===== src/rtl/fcmp_pipe.sv =====
// Two-stage pipelined single-precision compare (feq/flt/fle) for the FPU path.
// Integer result and invalid flag go to integer writeback over valid/ready.

// Combinational IEEE single less-than. NaN operands are screened by the caller.
module fcmp_lt (
    input  logic [31:0] a,
    input  logic [31:0] b,
    output logic        lt
);
    logic a_zero;
    logic b_zero;

    assign a_zero = (a[30:0] == 31'd0);
    assign b_zero = (b[30:0] == 31'd0);

    // Sign-magnitude ordering; +0 and -0 are never less than each other
    always_comb begin
        lt = 1'b0;
        if (!(a_zero && b_zero)) begin
            if (a[31] != b[31])
                lt = a[31];
            else if (!a[31])
                lt = (a[30:0] < b[30:0]);
            else
                lt = (a[30:0] > b[30:0]);
        end
    end
endmodule

module fcmp_pipe #(
    parameter int TAG_W = 5
) (
    input  logic             clk,
    input  logic             rst,
    input  logic             flush,
    input  logic             in_valid,
    output logic             in_ready,
    input  logic [1:0]       in_op,
    input  logic [31:0]      in_x1,
    input  logic [31:0]      in_x2,
    input  logic [TAG_W-1:0] in_rd,
    output logic             out_valid,
    input  logic             out_ready,
    output logic [31:0]      out_data,
    output logic [TAG_W-1:0] out_rd,
    output logic             out_nv
);
    localparam logic [1:0] OP_FEQ = 2'b00;
    localparam logic [1:0] OP_FLT = 2'b01;
    localparam logic [1:0] OP_FLE = 2'b10;

    logic             s1_valid;
    logic [1:0]       s1_op;
    logic [31:0]      s1_x1;
    logic [31:0]      s1_x2;
    logic [TAG_W-1:0] s1_rd;

    logic             s2_valid;
    logic             s2_res;
    logic [TAG_W-1:0] s2_rd;
    logic             s2_nv;

    logic s2_en;
    logic accept;

    logic x1_nan, x2_nan, x1_snan, x2_snan, x1_zero, x2_zero;
    logic any_nan, any_snan;
    logic lt, eq;
    logic res_c, nv_c;

    assign s2_en    = !s2_valid || out_ready;
    assign in_ready = !s1_valid || s2_en;
    assign accept   = in_valid && in_ready;

    assign out_valid = s2_valid;
    assign out_data  = {{31{1'b0}}, s2_res};
    assign out_rd    = s2_rd;
    assign out_nv    = s2_nv;

    // Operand classification from the S1 registers
    always_comb begin
        x1_nan  = (s1_x1[30:23] == 8'hFF) && (s1_x1[22:0] != 23'd0);
        x2_nan  = (s1_x2[30:23] == 8'hFF) && (s1_x2[22:0] != 23'd0);
        x1_snan = x1_nan && !s1_x1[22];
        x2_snan = x2_nan && !s1_x2[22];
        x1_zero = (s1_x1[30:0] == 31'd0);
        x2_zero = (s1_x2[30:0] == 31'd0);
        any_nan  = x1_nan || x2_nan;
        any_snan = x1_snan || x2_snan;
    end

    fcmp_lt u_lt (
        .a  (s1_x1),
        .b  (s1_x2),
        .lt (lt)
    );

    // Result and invalid-flag selection per op, with NaN forcing result 0
    always_comb begin
        eq    = (s1_x1 == s1_x2) || (x1_zero && x2_zero);
        res_c = 1'b0;
        nv_c  = 1'b0;
        case (s1_op)
            OP_FEQ: begin
                res_c = eq && !any_nan;
                nv_c  = any_snan;
            end
            OP_FLT: begin
                res_c = lt && !any_nan;
                nv_c  = any_nan;
            end
            OP_FLE: begin
                res_c = (lt || eq) && !any_nan;
                nv_c  = any_nan;
            end
            default: begin
                res_c = 1'b0;
                nv_c  = 1'b0;
            end
        endcase
    end

    // S1: capture on accept, drain when handed to S2, flush kills
    always_ff @(posedge clk or posedge rst) begin
        if (rst) begin
            s1_valid <= 1'b0;
            s1_op    <= '0;
            s1_x1    <= '0;
            s1_x2    <= '0;
            s1_rd    <= '0;
        end else if (flush) begin
            s1_valid <= 1'b0;
        end else if (accept) begin
            s1_valid <= 1'b1;
            s1_op    <= in_op;
            s1_x1    <= in_x1;
            s1_x2    <= in_x2;
            s1_rd    <= in_rd;
        end else if (s2_en) begin
            s1_valid <= 1'b0;
        end
    end

    // S2: load the computed result when the output slot is free or consumed
    always_ff @(posedge clk or posedge rst) begin
        if (rst) begin
            s2_valid <= 1'b0;
            s2_res   <= 1'b0;
            s2_rd    <= '0;
            s2_nv    <= 1'b0;
        end else if (flush) begin
            s2_valid <= 1'b0;
        end else if (s2_en) begin
            s2_valid <= s1_valid;
            if (s1_valid) begin
                s2_res <= res_c;
                s2_rd  <= s1_rd;
                s2_nv  <= nv_c;
            end
        end
    end
endmodule


===== config.mk =====
export PLATFORM = sky130hd
export DESIGN_NAME = fcmp_pipe
export DESIGN_NICKNAME = d
export VERILOG_FILES = /design/src/rtl/fcmp_pipe.sv
export SDC_FILE = /design/constraint.sdc
export NUM_CORES = 1
export LEC_CHECK = 0
export CAP_MARGIN = 20
export CORE_MARGIN = 2
export CORE_UTILIZATION = 37
export DETAILED_ROUTE_END_ITERATION = 10
export GPL_ROUTABILITY_DRIVEN = 0
export PLACE_DENSITY = 0.61
export RECOVER_POWER = 25
export SYNTH_ARGS = -nofsm -noshare
export SYNTH_HDL_FRONTEND = slang
export SYNTH_HIERARCHICAL = 1
export SYNTH_SLANG_ARGS = --single-unit

===== constraint.sdc =====
create_clock -name clk -period 3.6 [get_ports clk]
set_input_delay 0.72 -clock clk [delete_from_list [all_inputs] [get_ports clk]]
set_output_delay 0.72 -clock clk [all_outputs]
set_load 0.01 [all_outputs]

* Word-level counts from Yosys, hierarchy flattened
Index checks and enable logic that the tools add are counted.
** Operators by class
- $add $sub $neg :: 0
- $mul :: 0
- Divide/modulo/power cells :: 0
- Order comparisons :: 2
- Equal/unequal tests :: 6
- Shifts and indexed selects :: 0
- Multiplexer cells :: 10
- Bitwise logic cells :: 1
- Reductions and logical operators :: 30
** Operators with widths (number)
- 31-bit logical NOT :: 2
- 23-bit nonzero test :: 2
- 32-bit equality test :: 1
- 31-bit greater-than comparator :: 1
- 31-bit less-than comparator :: 1
- 8-bit equality test (second input constant) :: 2
- 1-bit logical AND :: 9
- 1-bit two-way mux :: 8
- 1-bit logical OR :: 6
- 1-bit logical NOT :: 5
- 1-bit case mux with 3 select lines :: 1
- 3-bit AND reduction :: 1
- 3-bit nonzero test :: 1
- 2-bit by 1-bit equality test with 1-bit output (second input constant) :: 1
- 2-bit equality test (second input constant) :: 1
- 2-bit logical NOT :: 1
- 1-bit case mux with 2 select lines :: 1
- 2-bit AND reduction :: 1
- 2-bit nonzero test :: 1
- 2-bit OR reduction :: 1
- 1-bit inequality test :: 1
- 1-bit inverter :: 1
** Word-level totals
- Register bits :: 80
- Latch bits :: 0
- Memory bits (writable) :: 0
- ROM bits :: 0
- Input bits :: 76
- Output and inout port bits :: 40
- Word-level logic and storage cells :: 58
- Memories kept :: 0

* Longest topological paths before layout
Gate-level depths: netlist of run 1.
- Depth after elaboration :: 7
- Mapped depth :: 12
- Depth with buffers taken out :: 12

* Hierarchy
Netlist of run 1, hierarchy kept.
** Modules (own cells, without submodules)
- fcmp_pipe :: instances 1, cells each 313, area each 3941.3 um^2, seq. area each 2001.9 um^2
- fcmp_lt :: instances 1, cells each 133, area each 923.4 um^2, seq. area each 0.0 um^2

* Worst setup path before layout of run 1
OpenSTA, ideal clock, no wires.
- Path kind :: register -> register
- Start :: reg s1_x2[24]
- End :: reg s2_res
- Data arrival time :: 2.366 ns
- Required time :: 3.524 ns
- Setup slack :: 1.157 ns
- Stages on the path, launching flop included :: 12
- Path buffers :: 0
- Clock period less this slack :: 2.443 ns
- Cell sequence :: dfrtp_1 -> inv_1 -> ha_1 -> a21o_1 -> a221o_1 -> a221o_1 -> o31a_1 -> a211oi_1 -> o211ai_1 -> nor3_1 -> a32oi_1 -> o21ai_1
** Between the ends
- Word-level cells in the longest chain between the ends :: 7
- Elaborated cells on any way between the ends :: 18
- Those cells by class :: order compare: 2; eq/ne: 2; mux: 4; reduce/logical: 10
** RTL lines
- start, declared :: line 55 : logic [31:0] s1_x2;
- start signal, assigned :: line 137 : s1_x2 <= in_x2;
- 31-bit less-than comparator / 31-bit greater-than comparator (equally long branches) :: line 23, 25
- 1-bit two-way mux :: line 22 : else if (!a[31])
- 1-bit two-way mux :: line 20 : if (a[31] != b[31])
- 1-bit two-way mux (*) :: line 19 : if (!(a_zero && b_zero)) begin
- net lt :: line 68 : logic lt, eq;
- 1-bit logical OR :: line 113 : res_c = (lt || eq) && !any_nan;
- 1-bit logical AND :: line 113
- 1-bit case mux with 3 select lines (*) :: line 103 : case (s1_op)
- end signal, assigned :: line 156 : s2_res <= res_c;
- end, declared :: line 59 : logic s2_res;
Mark *: on every way through the listed nets, which the timed path passes. The rest lies on a longest branch.
A chain may end at the register's enable or synchronous reset.

* Worst setup path after layout of run 1
- Start :: reg s1_x2[29]
- End :: reg s2_res
The elaborated chain is that of the path after synthesis.

==> flow_results.xml, run 1 <==
<?xml version="1.0" encoding="UTF-8"?>
<metrics>
  <group name="min_path">
    <metric name="number_of_stages_on_the_worst_hold_path" unit="">2</metric>
    <metric name="holdCritPathClass" unit="">flip-flop to flip-flop</metric>
    <metric name="worst_hold_path.endpoint" unit="">out_rd[3]$_DFFE_PP0P_</metric>
    <metric name="worst_hold_path_startpoint" unit="">s1_rd[3]$_DFFE_PP0P_</metric>
  </group>
  <group name="cells_and_area">
    <metric name="post_route_cells_drive_above_1_share" unit="%">6.506</metric>
    <metric name="areaGrowthSynthToFinish" unit="%">24.67</metric>
    <metric name="antennaDiodeCount" unit="">0</metric>
    <metric name="final_design_instance_area_without_fill" unit="sq um">6065</metric>
    <metric name="fillers" unit="">1184</metric>
    <metric name="nNetsFinal" unit="">645</metric>
    <metric name="instances_no_fill" unit="">710</metric>
  </group>
  <group name="critical_path">
    <metric name="ff2ff_setup_slack" unit="ns">0.72</metric>
    <metric name="timing.critical_path.required" unit="ns">3.87</metric>
    <metric name="worst_ep_arrival_time" unit="ns">3.15</metric>
    <metric name="critical_path.startpoint_type" unit="">flip-flop</metric>
    <metric name="critical_path_maximum_fanout" unit="">6</metric>
    <metric name="endpoint_of_the_worst_register_to_register_path" unit="">s2_res$_DFFE_PP0P_</metric>
    <metric name="criticalPathCategory" unit="">flip-flop to flip-flop</metric>
    <metric name="crit_path_end_kind" unit="">flip-flop</metric>
    <metric name="ff2ff_path_depth" unit="">12</metric>
    <metric name="critical_path.reg2reg.startpoint" unit="">s1_x2[29]$_DFFE_PP0P_</metric>
  </group>
  <group name="route">
    <metric name="route.detailed.wl_per_inst" unit="um">15.85</metric>
    <metric name="drt_pass1_iterations" unit="">4</metric>
    <metric name="route.vias.total" unit="">3649</metric>
    <metric name="wirelength" unit="um">11250</metric>
    <metric name="route.antenna.remaining_nets" unit="">0</metric>
    <metric name="drc_errors" unit="">0</metric>
    <metric name="drt_first_iter_violations" unit="">174</metric>
    <metric name="vias_per_cell" unit="">5.139</metric>
  </group>
  <group name="clock_network">
    <metric name="tritoncts_num_sinks" unit="">80</metric>
    <metric name="post_cts.repair.setup_buffers" unit="">0</metric>
    <metric name="ctsLongestPathBuffers" unit="">2</metric>
    <metric name="post_cts.resized_instances" unit="">0</metric>
    <metric name="root_buffer" unit="">sky130_fd_sc_hd__clkbuf_16</metric>
    <metric name="cts_hold_buffers" unit="">0</metric>
    <metric name="ctsHtreeMaxLevel" unit="">3</metric>
    <metric name="cts_tree" unit="">yes</metric>
    <metric name="worst_skew_pair.late_latency" unit="ns">0.34</metric>
    <metric name="cts_inserted_buffers" unit="">9</metric>
    <metric name="cts.clk_slew.worst_paths" unit="ns">0.06</metric>
  </group>
  <group name="logic_synthesis">
    <metric name="synthDominantAreaCellType" unit="">sky130_fd_sc_hd__dfrtp_1</metric>
    <metric name="synthTopCellsByArea" unit="">sky130_fd_sc_hd__dfrtp_1 41%, sky130_fd_sc_hd__mux2_1 14%, sky130_fd_sc_hd__ha_1 9.3%</metric>
    <metric name="synth_unique_cells" unit="">39</metric>
    <metric name="syn_avg_cell_area" unit="sq um">10.91</metric>
    <metric name="portion_of_synthesized_cell_area_occupied_by_the_leading_cell_type" unit="%">41.15</metric>
    <metric name="synth.cell_area" unit="sq um">4865</metric>
    <metric name="synthesis.instances" unit="">446</metric>
    <metric name="synth.ff_latch_count" unit="">80</metric>
    <metric name="synth-seq-area-share" unit="%">41.15</metric>
    <metric name="yosysWarnings" unit="">6</metric>
  </group>
  <group name="pwr">
    <metric name="worst_ir_drop_vdd" unit="mV">0.2996</metric>
    <metric name="power_density_over_the_cells" unit="nW/um^2">478.5</metric>
    <metric name="p_leak" unit="nW">2.579</metric>
  </group>
  <group name="outcome">
    <metric name="outcome" unit="">completed</metric>
  </group>
  <group name="floorplan">
    <metric name="die_area" unit="sq um">14080</metric>
    <metric name="placeableCoreArea" unit="sq um">12720</metric>
    <metric name="die_width" unit="um">118.7</metric>
    <metric name="die_height" unit="um">118.7</metric>
    <metric name="rows" unit="">41</metric>
    <metric name="floorplan.io_pins" unit="">116</metric>
    <metric name="start_util" unit="%">38.24</metric>
  </group>
  <group name="place">
    <metric name="port-buffer-count" unit="">84</metric>
    <metric name="dpl.hpwl" unit="um">8688</metric>
    <metric name="place_area" unit="sq um">5772</metric>
    <metric name="dp_cells" unit="">694</metric>
  </group>
  <group name="sta">
    <metric name="hold_viol" unit="">0</metric>
    <metric name="finalCritPeriodShare" unit="%">80.12</metric>
    <metric name="highest_clock_frequency_the_design_can_meet" unit="MHz">346.7</metric>
    <metric name="post_route_setup_tns" unit="ns">0</metric>
    <metric name="finalWorstPathRequiredPeriod" unit="ns">2.884</metric>
    <metric name="slew_viol_final" unit="">0</metric>
    <metric name="whs" unit="ns">0.4646</metric>
    <metric name="clock_tree_skew_after_final_layout" unit="ns">0.005873</metric>
    <metric name="tightestPinTransition" unit="ns">1.215</metric>
    <metric name="grt_setup_unrepaired" unit="">no</metric>
    <metric name="endpoints_failing_setup" unit="">0</metric>
    <metric name="timing.slew.headroom" unit="%">18.94</metric>
  </group>
  <group name="grt">
    <metric name="vias_in_the_first_global_route" unit="">3651</metric>
    <metric name="grt_start_max_net_pins" unit="">72</metric>
    <metric name="grt_first_pass_wirelength" unit="um">18800</metric>
    <metric name="groute.usage.overall" unit="%">16.83</metric>
    <metric name="overflow" unit="">0</metric>
    <metric name="antenna_found_initial" unit="">0</metric>
  </group>
  <group name="flow_run">
    <metric name="max_cap_viol_count" unit="">0</metric>
  </group>
</metrics>
logic make-up after synthesis:
logic type / share of synthesized area (%)
muxes: 16.44
and+or+nand+nor: 13.09
DFF: 41.15
AOI/OAI and AO/OA: 4.938
xor gates and xnor gates: 5.761
adders and majority gates: 9.259
other: 0.07709
buffers and inverters: 9.285
state kept, by name, indices dropped and copies added, names as in the netlist:
| signal | flops |
|---|---|
| s1_valid | 1 |
| s1_x2 | 32 |
| s2_res | 1 |
| s1_op | 2 |
| out_rd | 5 |
| out_nv | 1 |
| s1_rd | 5 |
| out_valid | 1 |
| s1_x1 | 32 |
cells in the mapped netlist:
cell type                   count
sky130_fd_sc_hd__dfrtp_1       80
sky130_fd_sc_hd__mux2_1        60
sky130_fd_sc_hd__buf_4         39
sky130_fd_sc_hd__inv_1         38
sky130_fd_sc_hd__ha_1          36
sky130_fd_sc_hd__xnor2_1       32
sky130_fd_sc_hd__nor4_1        29
sky130_fd_sc_hd__nand2_1       25
sky130_fd_sc_hd__nand4_1       23
sky130_fd_sc_hd__nor2_1        12
sky130_fd_sc_hd__a21oi_1       11
sky130_fd_sc_hd__mux2_2        11
sky130_fd_sc_hd__nand3_1        5
sky130_fd_sc_hd__nor3_1         5
sky130_fd_sc_hd__and4_1         3
sky130_fd_sc_hd__nor4_2         3
sky130_fd_sc_hd__o21ai_0        3
sky130_fd_sc_hd__a211oi_1       2
sky130_fd_sc_hd__a221o_1        2
sky130_fd_sc_hd__a221oi_1       2
sky130_fd_sc_hd__a32oi_1        2
sky130_fd_sc_hd__nand3b_1       2
sky130_fd_sc_hd__o21ai_1        2
sky130_fd_sc_hd__o21ai_2        2
sky130_fd_sc_hd__o31a_1         2
sky130_fd_sc_hd__o31ai_1        2
sky130_fd_sc_hd__a21boi_0       1
sky130_fd_sc_hd__a21o_1         1
sky130_fd_sc_hd__and2_1         1
sky130_fd_sc_hd__buf_2          1
sky130_fd_sc_hd__buf_6          1
sky130_fd_sc_hd__conb_1         1
sky130_fd_sc_hd__nor2b_4        1
sky130_fd_sc_hd__nor3b_1        1
sky130_fd_sc_hd__o2111ai_1      1
sky130_fd_sc_hd__o211ai_1       1
sky130_fd_sc_hd__o32ai_1        1
sky130_fd_sc_hd__or3b_1         1
sky130_fd_sc_hd__or4_1          1
power by group:
part           total [W]  internal (W)  switching [W]
Clock           0.000941      0.000579       0.000362
Sequential       0.00127       0.00104       0.000235
Combinational   0.000686      0.000387       0.000299
Total            0.00290       0.00201       0.000897
routing by layer:
metal	global-route usage, %	vias up	part of all wire (%)
met3	4.730	20	6.6
met1	21.95	1761	46
met4	5.580	0	1.8
met2	26.87	143	46
li1	-	1725	-
met5	0	-	0
worst max-delay path, cell delays in order, from the launching register on:
cell                       delay [ns]
sky130_fd_sc_hd__dfrtp_1         0.46
sky130_fd_sc_hd__inv_1           0.08
sky130_fd_sc_hd__ha_1            0.31
sky130_fd_sc_hd__and4_1          0.23
sky130_fd_sc_hd__nand4_1         0.15
sky130_fd_sc_hd__nor3_1          0.39
sky130_fd_sc_hd__a21boi_0        0.29
sky130_fd_sc_hd__o31ai_1         0.12
sky130_fd_sc_hd__a211oi_1        0.28
sky130_fd_sc_hd__o211ai_1        0.14
sky130_fd_sc_hd__nor3_1          0.15
sky130_fd_sc_hd__a32oi_1         0.12
sky130_fd_sc_hd__o21ai_1         0.10
cell usage in the layout (no fill, tap or decap), types with 3 or more instances in the layout:
cell	instances
sky130_fd_sc_hd__inv_1	38
sky130_fd_sc_hd__nor3_1	5
sky130_fd_sc_hd__nand3_1	5
sky130_fd_sc_hd__nor2_1	12
sky130_fd_sc_hd__a21oi_1	11
sky130_fd_sc_hd__nor4_1	29
sky130_fd_sc_hd__dfrtp_1	80
sky130_fd_sc_hd__nand4_1	23
sky130_fd_sc_hd__nor4_2	3
sky130_fd_sc_hd__mux2_1	60
sky130_fd_sc_hd__o21ai_0	3
sky130_fd_sc_hd__mux2_2	11
sky130_fd_sc_hd__nand2_1	25
sky130_fd_sc_hd__and4_1	3
sky130_fd_sc_hd__clkdlybuf4s50_1	82
sky130_fd_sc_hd__conb_1	31
sky130_fd_sc_hd__xnor2_1	32
sky130_fd_sc_hd__clkbuf_16	9
sky130_fd_sc_hd__ha_1	36
through the flow:
step	utilization (%)	setup WS [ns]	power (W)
6_report	47.67	0.7158	0.002902
5_1_grt	47.67	0.4797	0.003086
4_1_cts	47.85	0.8010	0.002937
3_5_place_dp	45.37	0.8165	0.001978
3_3_place_gp	45.37	0.9069	0.001957
2_1_floorplan	-	0.8283	0.001712
cell type report:
cell class | instances | area, sq um | share of cell area (%)
Clock buffer | 11 | 252.7 | 4.168
Inverter | 38 | 142.6 | 2.352
Clock inverter | 5 | 62.56 | 1.032
Sequential cell | 80 | 2002 | 33.01
Tap cell | 172 | 215.2 | 3.549
Multi-Input combinational cell | 317 | 2516 | 41.49
Timing Repair Buffer | 87 | 873.3 | 14.40
how the worst max path moves through the flow:
stage	from	end	slack (ns)
2_1_floorplan	rst	out_nv$_DFFE_PP0P_	0.83
3_3_place_gp	s1_x2[24]$_DFFE_PP0P_	s2_res$_DFFE_PP0P_	0.91
3_5_place_dp	s1_x2[29]$_DFFE_PP0P_	s2_res$_DFFE_PP0P_	0.82
4_1_cts	s1_x2[29]$_DFFE_PP0P_	s2_res$_DFFE_PP0P_	0.80
5_1_grt	rst	s1_x2[17]$_DFFE_PP0P_	0.48
6_report	s1_x2[29]$_DFFE_PP0P_	s2_res$_DFFE_PP0P_	0.72
No activity file was read; power rests on OpenSTA's default activity.
==> run 2, diff against run 1 <==
clock period = 2.9 ns   (was 3.6 ns; I/O delays follow)
==> run 2 against run 1 <==
The run now ends with capacitance limit, slew limit left. Largest power group unchanged. Worst setup slack got worse by 0.53 ns. Clock-buffer cell count fell by 1. Final area rose by 3.0%. Non-clock buffer count rose by 26. Wire length rose by 6.0%. Critical endpoint unchanged. Final cell count rose by 3.7%. Sequential cell count did not move.
==> flow_results.xml, run 2 (same netlist as run 1, synthesis figures left out) <==
<?xml version="1.0" encoding="UTF-8"?>
<metrics>
  <group name="place">
    <metric name="port-buffer-count" unit="">84</metric>
    <metric name="dpl_worst_slack" unit="ns">0.1495</metric>
    <metric name="dpl.hpwl" unit="um">9177</metric>
  </group>
  <group name="floorplan">
    <metric name="placeableCoreArea" unit="sq um">12720</metric>
    <metric name="start_util" unit="%">38.24</metric>
    <metric name="floorplan.io_pins" unit="">116</metric>
    <metric name="rows" unit="">41</metric>
    <metric name="die_width" unit="um">118.7</metric>
    <metric name="die_height" unit="um">118.7</metric>
    <metric name="die_area" unit="sq um">14080</metric>
  </group>
  <group name="cells_and_area">
    <metric name="nNetsFinal" unit="">671</metric>
    <metric name="post_route_cells_drive_above_1_share" unit="%">11.70</metric>
    <metric name="biggestRegsByFlops" unit="">s1_x1 (32), s1_x2 (32)</metric>
    <metric name="most_common_cell_after_layout_fill_and_taps_aside" unit="">sky130_fd_sc_hd__clkdlybuf4s50_1</metric>
    <metric name="finish.utilization" unit="%">49.11</metric>
    <metric name="mostFrequentLayoutCells" unit="">84 x sky130_fd_sc_hd__clkdlybuf4s50_1, 77 x sky130_fd_sc_hd__dfrtp_1, 60 x sky130_fd_sc_hd__mux2_1</metric>
    <metric name="areaGrowthSynthToFinish" unit="%">28.45</metric>
    <metric name="antennaDiodeCount" unit="">0</metric>
  </group>
  <group name="grt">
    <metric name="overflow" unit="">0</metric>
    <metric name="antenna_found_initial" unit="">0</metric>
    <metric name="groute.usage.overall" unit="%">17.70</metric>
    <metric name="grt_first_pass_wirelength" unit="um">19440</metric>
    <metric name="grt_start_max_net_pins" unit="">81</metric>
    <metric name="vias_in_the_first_global_route" unit="">3802</metric>
  </group>
  <group name="sta">
    <metric name="finalWorstPathRequiredPeriod" unit="ns">2.712</metric>
    <metric name="whs" unit="ns">0.4669</metric>
    <metric name="slew_viol_final" unit="">81</metric>
    <metric name="grt_setup_unrepaired" unit="">no</metric>
    <metric name="endpoints_failing_setup" unit="">0</metric>
    <metric name="tightestPinTransition" unit="ns">1.786</metric>
    <metric name="timing.slew.headroom" unit="%">-19.10</metric>
    <metric name="clock_tree_skew_after_final_layout" unit="ns">0.007720</metric>
    <metric name="highest_clock_frequency_the_design_can_meet" unit="MHz">368.7</metric>
    <metric name="post_route_setup_tns" unit="ns">0</metric>
    <metric name="hold_viol" unit="">0</metric>
    <metric name="final.setup.worst_slack" unit="ns">0.1878</metric>
    <metric name="finalCritPeriodShare" unit="%">93.52</metric>
  </group>
  <group name="min_path">
    <metric name="holdCritPathClass" unit="">flip-flop to flip-flop</metric>
  </group>
  <group name="critical_path">
    <metric name="crit_path_cell_trace" unit="">ha_1, a21o_1, a221o_1, a221o_1, o31a_1, a211oi_1, o211ai_1, nor3_1, a32oi_1, o21ai_1</metric>
    <metric name="slowest_stage" unit="">sky130_fd_sc_hd__dfrtp_2</metric>
    <metric name="critical_path_maximum_fanout" unit="">6</metric>
    <metric name="criticalPathCategory" unit="">flip-flop to flip-flop</metric>
    <metric name="worst_ep_arrival_time" unit="ns">2.99</metric>
    <metric name="crit_buf_inv" unit="">0</metric>
    <metric name="timing.critical_path.required" unit="ns">3.18</metric>
    <metric name="worst_path_most_repeated_cell" unit="">sky130_fd_sc_hd__a221o_1</metric>
    <metric name="critical-path-max-stage-delay" unit="ns">0.45</metric>
    <metric name="crit_path_end_kind" unit="">flip-flop</metric>
    <metric name="timing.critical_path.max_delay_family" unit="">compound AO/OA/AOI/OAI gates</metric>
    <metric name="critical_path.startpoint_type" unit="">flip-flop</metric>
  </group>
  <group name="outcome">
    <metric name="outcome" unit="">complete, but fails checks</metric>
    <metric name="failing_checks" unit="">capacitance limit, slew limit</metric>
  </group>
  <group name="clock_network">
    <metric name="cts_inserted_buffers" unit="">9</metric>
    <metric name="cts_tree" unit="">yes</metric>
    <metric name="cts.clk_slew.worst_paths" unit="ns">0.06</metric>
    <metric name="cts_hold_buffers" unit="">0</metric>
    <metric name="ctsHtreeMaxLevel" unit="">3</metric>
    <metric name="root_buffer" unit="">sky130_fd_sc_hd__clkbuf_16</metric>
    <metric name="post_cts.repair.setup_buffers" unit="">0</metric>
    <metric name="tritoncts_num_sinks" unit="">80</metric>
    <metric name="worst_skew_pair.late_latency" unit="ns">0.35</metric>
    <metric name="ctsLongestPathBuffers" unit="">2</metric>
  </group>
  <group name="pwr">
    <metric name="power_density_over_the_cells" unit="nW/um^2">582.0</metric>
    <metric name="worst_ir_drop_vdd" unit="mV">0.2687</metric>
    <metric name="p_leak" unit="nW">2.695</metric>
    <metric name="power" unit="W">0.003637</metric>
  </group>
  <group name="route">
    <metric name="vias_per_cell" unit="">5.080</metric>
    <metric name="route.antenna.remaining_nets" unit="">0</metric>
    <metric name="route.vias.total" unit="">3739</metric>
    <metric name="route.detailed.wl_per_inst" unit="um">16.20</metric>
    <metric name="wirelength" unit="um">11920</metric>
    <metric name="drt_pass1_iterations" unit="">7</metric>
    <metric name="drt_first_iter_violations" unit="">181</metric>
    <metric name="drc_errors" unit="">0</metric>
  </group>
  <group name="flow_run">
    <metric name="max_cap_viol_count" unit="">1</metric>
  </group>
</metrics>
## run 2: changes by cell type in the layout (fill, tap and decap cells not counted), sizes merged
cell and delta:
clkbuf -2, buf +27, bufinv -1, inv +1, clkinvlp -2, dlygate4sd3 -2
clkdlybuf4s50 +2, clkinv +3
## run 2: worst register-to-register path: stages, from the launching register on
cell and delay, ns:
sky130_fd_sc_hd__dfrtp_2 0.45, sky130_fd_sc_hd__ha_1 0.34, sky130_fd_sc_hd__a21o_1 0.16, sky130_fd_sc_hd__a221o_1 0.31, sky130_fd_sc_hd__a221o_1 0.38, sky130_fd_sc_hd__o31a_1 0.24
sky130_fd_sc_hd__a211oi_1 0.24, sky130_fd_sc_hd__o211ai_1 0.13, sky130_fd_sc_hd__nor3_1 0.17, sky130_fd_sc_hd__a32oi_1 0.12, sky130_fd_sc_hd__o21ai_1 0.09
## run 2: final timing paths
kind	startpoint	to	slack (ns)	cells past startpoint
max	s1_x1[24]$_DFFE_PP0P_	s2_res$_DFFE_PP0P_	0.19	10
min	s1_rd[1]$_DFFE_PP0P_	out_rd[1]$_DFFE_PP0P_	0.47	2
max reg2reg	s1_x1[24]$_DFFE_PP0P_	s2_res$_DFFE_PP0P_	0.19	10
min reg2reg	s1_rd[1]$_DFFE_PP0P_	out_rd[1]$_DFFE_PP0P_	0.47	2
max in group asynchronous	rst	s1_x1[24]$_DFFE_PP0P_	0.54	3
min in group asynchronous	rst	s1_x2[31]$_DFFE_PP0P_	1.19	3
## run 2: area by class of cell
type,count,area [sq um]
sequential,80,2006
timing repair buffer,113,1069
tap,172,215.2
fill,1160,6474
clock buffer,10,239.0
clock inverter,6,48.80
inverter,38,142.6
multi-input combinational,317,2529
## run 2: per-layer routing
metal  vias to the layer above  share of wire (%)  global-route usage, %
li1                       1776                  -                      -
met1                      1806                 46                  23.40
met2                       130                 46                  27.37
met3                        27                5.6                  3.764
met4                         0                2.8                  8.780
met5                         -                  0                      0
## run 2: repair_timing
action	4_1_cts	5_1_grt
hold endpoints to repair	0	0
endpoints found under the setup margin	0	1
gates resized for setup	0	5
## run 2: power breakdown
part	internal (W)	switching, W
clock	0.000615	0.000477
combinational	0.000558	0.000485
sequential	0.00129	0.000211
total	0.00246	0.00117
## run 2: through the flow
stage          instances  cell area, sq um
3_5_place_dp         720              5967
5_1_grt              736              6248
6_report             736              6248
4_1_cts              736              6255
2_1_floorplan        476              4977
3_3_place_gp         720              5967
